<file path="config.mk">
export PLATFORM = sky130hd
export DESIGN_NAME = cache_refill_ctrl
export DESIGN_NICKNAME = d
export VERILOG_FILES = /design/src/rtl/cache_refill_ctrl.sv
export SDC_FILE = /design/constraint.sdc
export NUM_CORES = 1
export LEC_CHECK = 0
export BUFFER_PORTS_ARGS = -buffer_cell sky130_fd_sc_hd__buf_2
export CAP_MARGIN = 20
export CORE_AREA = 4 4 128 130
export DETAILED_ROUTE_END_ITERATION = 12
export DIE_AREA = 0 0 132 134
export PLACE_DENSITY = 0.58
export SLEW_MARGIN = 20
export SYNTH_ARGS = -nofsm -noshare
export SYNTH_HDL_FRONTEND = slang
export SYNTH_SLANG_ARGS = --single-unit
</file>
<file path="constraint.sdc">
create_clock -name clk -period 3 [get_ports clk]
set_input_delay 0.3 -clock clk [delete_from_list [all_inputs] [get_ports clk]]
set_output_delay 0.3 -clock clk [all_outputs]
set_load 0.01 [all_outputs]
</file>
<file path="src/rtl/cache_refill_ctrl.sv">
// Cache refill controller: AXI-side companion to the 2-way cache tag block.
//
// On a cached miss it optionally writes the victim line back as a LINE_WORDS-beat
// AXI write burst (data read combinationally from the data array through wb_ridx_o /
// wb_rdata_i), then refills the line with a LINE_WORDS-beat AXI read burst into the
// data array (line_we_o / line_widx_o / line_wdata_o). A one-cycle refresh_o pulse
// lets the tag block install the new tag. Uncached reads (uc_req_i) are served as
// single-beat AXI reads returned on uc_rdata_o with a one-cycle uc_valid_o pulse.
//
// Ports:
//   clk, rst                 clock, synchronous active-high reset
//   miss_i, write_back_i     cached miss / victim-dirty indication from the tag block
//   raddr_i, waddr_i         refill (or uncached word) address, victim line address
//   uc_req_i                 uncached read request (uses raddr_i)
//   refresh_o, uc_valid_o    completion pulses
//   uc_rdata_o               uncached read data
//   line_*_o                 data array refill write port
//   wb_ridx_o, wb_rdata_i    data array victim read port
//   ar*/r*/aw*/w*/b*         AXI master channels (no id, no resp checking)

module cache_refill_ctrl #(
    parameter int unsigned LINE_WORDS = 16,
    parameter int unsigned IDX_W      = 4,
    parameter int unsigned DATA_W     = 32
) (
    input  logic              clk,
    input  logic              rst,
    input  logic              miss_i,
    input  logic              write_back_i,
    input  logic [DATA_W-1:0] raddr_i,
    input  logic [DATA_W-1:0] waddr_i,
    input  logic              uc_req_i,
    output logic              refresh_o,
    output logic              uc_valid_o,
    output logic [DATA_W-1:0] uc_rdata_o,
    output logic              line_we_o,
    output logic [IDX_W-1:0]  line_widx_o,
    output logic [DATA_W-1:0] line_wdata_o,
    output logic [IDX_W-1:0]  wb_ridx_o,
    input  logic [DATA_W-1:0] wb_rdata_i,
    output logic              arvalid_o,
    input  logic              arready_i,
    output logic [DATA_W-1:0] araddr_o,
    output logic [7:0]        arlen_o,
    input  logic              rvalid_i,
    output logic              rready_o,
    input  logic [DATA_W-1:0] rdata_i,
    input  logic              rlast_i,
    output logic              awvalid_o,
    input  logic              awready_i,
    output logic [DATA_W-1:0] awaddr_o,
    output logic [7:0]        awlen_o,
    output logic              wvalid_o,
    input  logic              wready_i,
    output logic [DATA_W-1:0] wdata_o,
    output logic              wlast_o,
    input  logic              bvalid_i,
    output logic              bready_o
);

    // One extra counter bit so that "LINE_WORDS beats written" is representable.
    localparam int unsigned CNT_W = IDX_W + 1;
    localparam logic [CNT_W-1:0] CNT_ONE  = CNT_W'(1);
    localparam logic [CNT_W-1:0] CNT_LAST = CNT_W'(LINE_WORDS - 1);
    localparam logic [CNT_W-1:0] CNT_FULL = CNT_W'(LINE_WORDS);
    localparam logic [7:0]       LEN_LINE = 8'(LINE_WORDS - 1);

    typedef enum logic [2:0] {
        StIdle,
        StWbAw,
        StWbW,
        StWbB,
        StRdAr,
        StRdR,
        StDone
    } state_e;

    state_e            state_q, state_d;
    logic [CNT_W-1:0]  cnt_q, cnt_d;
    logic [DATA_W-1:0] raddr_q, raddr_d;
    logic [DATA_W-1:0] waddr_q, waddr_d;
    logic              cached_q, cached_d;
    logic [DATA_W-1:0] uc_rdata_q, uc_rdata_d;
    logic              w_is_last;

    always_ff @(posedge clk) begin
        if (rst) begin
            state_q    <= StIdle;
            cnt_q      <= '0;
            raddr_q    <= '0;
            waddr_q    <= '0;
            cached_q   <= 1'b0;
            uc_rdata_q <= '0;
        end else begin
            state_q    <= state_d;
            cnt_q      <= cnt_d;
            raddr_q    <= raddr_d;
            waddr_q    <= waddr_d;
            cached_q   <= cached_d;
            uc_rdata_q <= uc_rdata_d;
        end
    end

    assign w_is_last = (cnt_q == CNT_LAST);

    always_comb begin
        state_d    = state_q;
        cnt_d      = cnt_q;
        raddr_d    = raddr_q;
        waddr_d    = waddr_q;
        cached_d   = cached_q;
        uc_rdata_d = uc_rdata_q;

        refresh_o    = 1'b0;
        uc_valid_o   = 1'b0;
        uc_rdata_o   = uc_rdata_q;
        line_we_o    = 1'b0;
        line_widx_o  = cnt_q[IDX_W-1:0];
        line_wdata_o = rdata_i;
        wb_ridx_o    = cnt_q[IDX_W-1:0];
        arvalid_o    = 1'b0;
        araddr_o     = raddr_q;
        arlen_o      = cached_q ? LEN_LINE : 8'd0;
        rready_o     = 1'b0;
        awvalid_o    = 1'b0;
        awaddr_o     = waddr_q;
        awlen_o      = LEN_LINE;
        wvalid_o     = 1'b0;
        wdata_o      = wb_rdata_i;
        wlast_o      = 1'b0;
        bready_o     = 1'b0;

        unique case (state_q)
            StIdle: begin
                // Cached miss wins over an uncached request.
                if (miss_i) begin
                    raddr_d  = raddr_i;
                    waddr_d  = waddr_i;
                    cached_d = 1'b1;
                    state_d  = write_back_i ? StWbAw : StRdAr;
                end else if (uc_req_i) begin
                    raddr_d  = raddr_i;
                    cached_d = 1'b0;
                    state_d  = StRdAr;
                end
            end
            StWbAw: begin
                awvalid_o = 1'b1;
                if (awready_i) begin
                    cnt_d   = '0;
                    state_d = StWbW;
                end
            end
            StWbW: begin
                wvalid_o = 1'b1;
                wlast_o  = w_is_last;
                if (wready_i) begin
                    cnt_d = cnt_q + CNT_ONE;
                    if (w_is_last) begin
                        state_d = StWbB;
                    end
                end
            end
            StWbB: begin
                bready_o = 1'b1;
                if (bvalid_i) begin
                    state_d = StRdAr;
                end
            end
            StRdAr: begin
                arvalid_o = 1'b1;
                if (arready_i) begin
                    cnt_d   = '0;
                    state_d = StRdR;
                end
            end
            StRdR: begin
                rready_o = 1'b1;
                if (rvalid_i) begin
                    if (cached_q) begin
                        // Beats beyond a full line are accepted but dropped.
                        if (cnt_q < CNT_FULL) begin
                            line_we_o = 1'b1;
                            cnt_d     = cnt_q + CNT_ONE;
                        end
                    end else begin
                        uc_rdata_d = rdata_i;
                    end
                    // Completion follows rlast, not the beat count.
                    if (rlast_i) begin
                        state_d = StDone;
                    end
                end
            end
            StDone: begin
                refresh_o  = cached_q;
                uc_valid_o = ~cached_q;
                state_d    = StIdle;
            end
            default: begin
                state_d = StIdle;
            end
        endcase
    end

endmodule
</file>
# Yosys cells after proc, flatten, opt, wreduce, memory -nomap -nowiden
# Index checks and enable logic that the tools add are counted.
# totals
ff_bits	105
input_bits	139
output_inout_bits	193
elab_cells	69
# op_classes
n_addsub	1
order_cmp	1
n_eq_ne	17
muxes	35
bitwise_logic	1
n_reduce_logical	8
# op_table
op	count
32-bit 2-to-1 mux	2
3-bit 2-to-1 mux	10
5-bit 2-to-1 mux	6
5-bit one-hot mux with 4 select lines	1
2-bit != test, second input constant	9
3-bit one-hot mux with 6 select lines	1
1-bit 2-to-1 mux	14
3-bit equality test, second input constant	3
8-bit AND reduction	1
7-bit AND reduction	1
3-bit by 2-bit equality test with 1-bit output, second input constant	2
5-bit by 1-bit adder with 5-bit output, second input constant	1
5-bit by 4-bit equality test with 1-bit output, second input constant	1
5-bit < comparator, second input constant	1
4-bit 2-to-1 mux	1
2-bit AND reduction	2
4-bit nonzero test	1
3-bit by 1-bit equality test with 1-bit output, second input constant	1
3-bit logical NOT	1
3-bit != test, second input constant	1
3-bit AND reduction	1
2-bit nonzero test	1
1-bit inverter	1

# Logic depth before layout (Yosys ltp)
# depth
ltp_word	5
ltp_mapped	7
mapped_depth_nobuf	7

# Worst setup path before layout
# OpenSTA, ideal clock, no wires.
# synth_path
path_type	flip-flop to flip-flop
startpoint	register state_q[2]
endpoint	register cnt_q[3]
setup_ps	70
arrival_ps	1622
required_ps	2930
setup_slack_ps	1308
stages_incl_launch_ff	7
path_buffers	1
path_cell_list	dfxtp_1 > buf_6 > or3b_4 > clkinv_4 > o31ai_4 > or4_1 > a21oi_1
# synth_via
elab_chain_cells	3
# synth_lines
item	line	text
start, declared	78	state_e state_q, state_d;
start signal, assigned	88	state_q <= StIdle;
start signal, assigned	95	state_q <= state_d;
3-bit equality test (tied with other cells)	133	unique case (state_q)
4-bit nonzero test (no source line) or 2-bit != test (tied branches)	--	
7-bit AND reduction (no source line)	--	
end signal, assigned	96	cnt_q <= cnt_d;
end, declared	79	logic [CNT_W-1:0] cnt_q, cnt_d;
# Several ways; a longest one is shown, not always the timed one.
# A chain may end at the register's enable or synchronous reset.

# Worst setup path after layout
# layout_path
startpoint	register state_q[1]
endpoint	output port wlast_o
# layout_via
elab_chain_cells	2
# layout_lines
item	line	text
3-bit by 2-bit equality test with 1-bit output	133	
1-bit 2-to-1 mux	133	
end, declared	56	output logic wlast_o,
# Every way passes these cells.

==> flow_summary_export.csv <==
group,metric,value,unit
run_status,status,"completed",
drt,wirelength,13300,um
timing,fin_crit_sh,69.1,%
pwr,p_leak,0.00274,uW
worst_setup_path,r2r-start,"state_q[0]$_SDFFE_PP0P_",
layout,diodes,0,
synth,synthAdderAreaFrac,0.543,%
synth,synth-xor-area-share,0,%
synth,synth_compound_area_share,13.9,%
timing,tightest_slew,892,ps
timing,worst_slack,927,ps
drt,drc,0,
min_path,hp-class,"in -> reg",
timing,hold_viol_final,0,
place,placed_area,0.00543,sq mm
place,post-place-ws,905,ps
synth,synthSimpleGateAreaFrac,21.4,%
synth,synth_area,0.00461,sq mm
worst_setup_path,critPathMaxFanout,15,
synth,synth_top_family_by_area,"simple AND/OR/NAND/NOR gates",
drt,dr_total_vias,4248,
synth,synth.ff_latch_count,105,
worst_setup_path,rr_worst_depth,5,
grt,grt_pass1_vias,3856,
worst_setup_path,critical_path_class,"reg -> out",
clocking,cts_root_buf,"clkbuf_16",
clocking,postCtsHoldBufs,0,
worst_setup_path,cp-start-kind,"register",
floorplanning,pin_count,332,
grt,antenna_found_initial,3,
timing,fin_crit,2070,ps
place,place.gp.congestion,0.742,
timing,clock_skew,6.24,ps
worst_setup_path,required,2700,ps
synth,ys_types,35,
grt,grt_pass1_wl,20200,um
timing,rsz0062_at_grt,"no",
floorplanning,fp.dieH,134,um
clocking,cts-resized-gates,0,
timing,setup_tns,0,ps
layout,drive_gt1_share,37.4,%
drt,ant_nets,0,
floorplanning,die-area,0.0177,sq mm
grt,grt_overflow_total,0,
layout,fin_nets,899,
pwr,p_per_area,790,mW/mm^2
synth,synthMuxAreaShare,0.489,%
grt,grt_max_degree,61,
floorplanning,core.rowCount,45,
drt,drt_first_pass_iters,4,
timing,slew_headroom,40.5,%
synth,syn_area_per_cell,7.69,sq um
worst_setup_path,r2r_setup_slack,970,ps
layout,area_growth,24.2,%
timing,fmax,482,MHz
clocking,numCtsBuffers,9,
drt,drt_iter0_markers,125,
timing,setup_violations,0,
layout,design_area,0.00572,sq mm
grt,grtUsageTotal,14.2,%
clocking,cts_buffer_depth,2,
clocking,clock_sinks,105,
place,portBuffers,255,
clocking,post_cts_buffers,0,
worst_setup_path,worstSetupEndpoint,"wlast_o",
drt,routed_via_density,4.47,
drt,detail_route.wl_per_cell,13.9,um
clocking,htree_levels,3,
worst_setup_path,r2r_end,"uc_rdata_o[31]$_SDFFE_PP0P_",
clocking,clk_transition_reported_paths,70,ps
synth,synth_cells,599,
worst_setup_path,startpoint,"state_q[1]$_SDFFE_PP0P_",
floorplanning,start_util,30.4,%
worst_setup_path,cp.arrival,1770,ps
synth,yosysWarnings,0,
clocking,cts_tree,"yes",
synth,ys_seq_area_share,45.6,%
floorplanning,coreArea,0.0151,sq mm
floorplanning,dieWidth,132,um
place,dp_hpwl,9740,um
pwr,ir_worst_vdd,0.000351,V
job,maxCapViolCount,0,
timing,finalMaxSlewViolations,0,
layout,fill_cells,1625,
clocking,insertion_delay,350,ps
worst_setup_path,endpoint_kind,"primary output",
## through the flow
step | util, % | total power (uW) | hold WS [ps] | cells
after CTS | 37.8 | 4620 | 163 | 951
after detailed placement | 35.9 | 3460 | 443 | 935
after floorplan | - | 2920 | 436 | 609
after global placement | 35.9 | 3440 | 439 | 935
after global routing | 37.8 | 4850 | 159 | 951
final | 37.8 | 4520 | 186 | 951
## cell families after synthesis
kind of cell / count (synthesis)
AO/OA/AOI/OAI: 120
adder cells (fa/ha/maj): 2
buffers and inverters: 128
flip-flops: 105
multiplexers: 2
other: 2
AND/OR/NAND/NOR: 240
## placed cells by master (no fill, tap or decap), types with 2 or more instances in the layout
cell	n
a211oi_1	2
a21oi_1	107
and3_1	3
buf_2	254
buf_4	8
clkbuf_1	2
clkbuf_16	9
clkbuf_8	2
clkinv_4	3
conb_1	12
dfxtp_1	105
ha_1	2
inv_1	2
mux2_2	2
nand2_1	198
nand2b_1	3
nand3_1	4
nor2_1	12
nor2b_1	5
nor3_1	2
o21ai_0	4
or3_1	3
or4_1	2
## cell usage after synthesis
cell       count  share of area, %
nand2_1      198                16
a21oi_1      107                12
dfxtp_1      105                46
buf_4         88                14
clkbuf_1      36               2.9
nor2_1        13               1.1
nor2b_1        5              0.68
nand3_1        4              0.43
o21ai_0        4              0.43
and3_1         3              0.41
nand2b_1       3              0.41
or3_1          3              0.41
a211oi_1       2              0.33
conb_1         2              0.16
ha_1           2              0.54
inv_1          2              0.16
mux2_2         2              0.49
nor3_1         2              0.22
or4_1          2              0.33
a211o_1        1              0.19
and2_1         1              0.14
buf_6          1              0.24
clkinv_4       1              0.19
nor4_1         1              0.14
nor4_2         1              0.27
o21a_1         1              0.16
o21ai_1        1              0.11
o22a_1         1              0.19
o2bb2ai_1      1              0.19
o31ai_4        1              0.46
o41ai_1        1              0.19
or2_2          1              0.14
or3b_1         1              0.19
or3b_4         1              0.24
or4b_1         1              0.22
## sequential cells by signal (all words and copies together) (netlist names)
register	flops
araddr_o	32
awaddr_o	32
cached_q	1
cnt_q	5
state_q	3
uc_rdata_o	32
## per-layer routing
layer | part of all wire (%) | track usage, % | wire length, um
met5 | 0.38 | 0 | 51
met1 | 41 | 16.2 | 5380
met2 | 49 | 24.3 | 6440
met3 | 9.1 | 5.74 | 1200
met4 | 1.4 | 4.43 | 180
## how the worst min path moves through the flow
stage / slack, ps / from / end / cells past startpoint
3_3_place_gp: 440 / uc_rdata_o[7]$_SDFFE_PP0P_ / uc_rdata_o[7]$_SDFFE_PP0P_ / 2
4_1_cts: 160 / raddr_i[15] / araddr_o[15]$_SDFFE_PP0P_ / 3
6_report: 190 / waddr_i[3] / awaddr_o[3]$_SDFFE_PP0P_ / 3
5_1_grt: 160 / raddr_i[15] / araddr_o[15]$_SDFFE_PP0P_ / 3
2_1_floorplan: 440 / raddr_i[0] / araddr_o[0]$_SDFFE_PP0P_ / 2
3_5_place_dp: 440 / uc_rdata_o[9]$_SDFFE_PP0P_ / uc_rdata_o[9]$_SDFFE_PP0P_ / 2
## area by class of cell
cell class                 instances  area [sq um]  share of cell area (%)
multi-input combinational        376          1730                    30.2
sequential                       105          2100                    36.8
inverter                           3          16.3                   0.284
clock buffer                      13           260                    4.55
clock inverter                     3          25.0                   0.438
tap                              188           235                    4.11
timing repair buffer             263          1350                    23.6
## report_power, final
part | switching [uW] | internal (uW)
sequential | 158 | 1650
clock | 527 | 613
combinational | 985 | 588
## worst max-delay path, stage by stage (launching register included)
cell,delay (ps)
dfxtp_1,620
or3b_4,470
clkinv_4,70
and2_1,140
buf_2,130
Note: power is estimated with default switching activity, not from simulation.
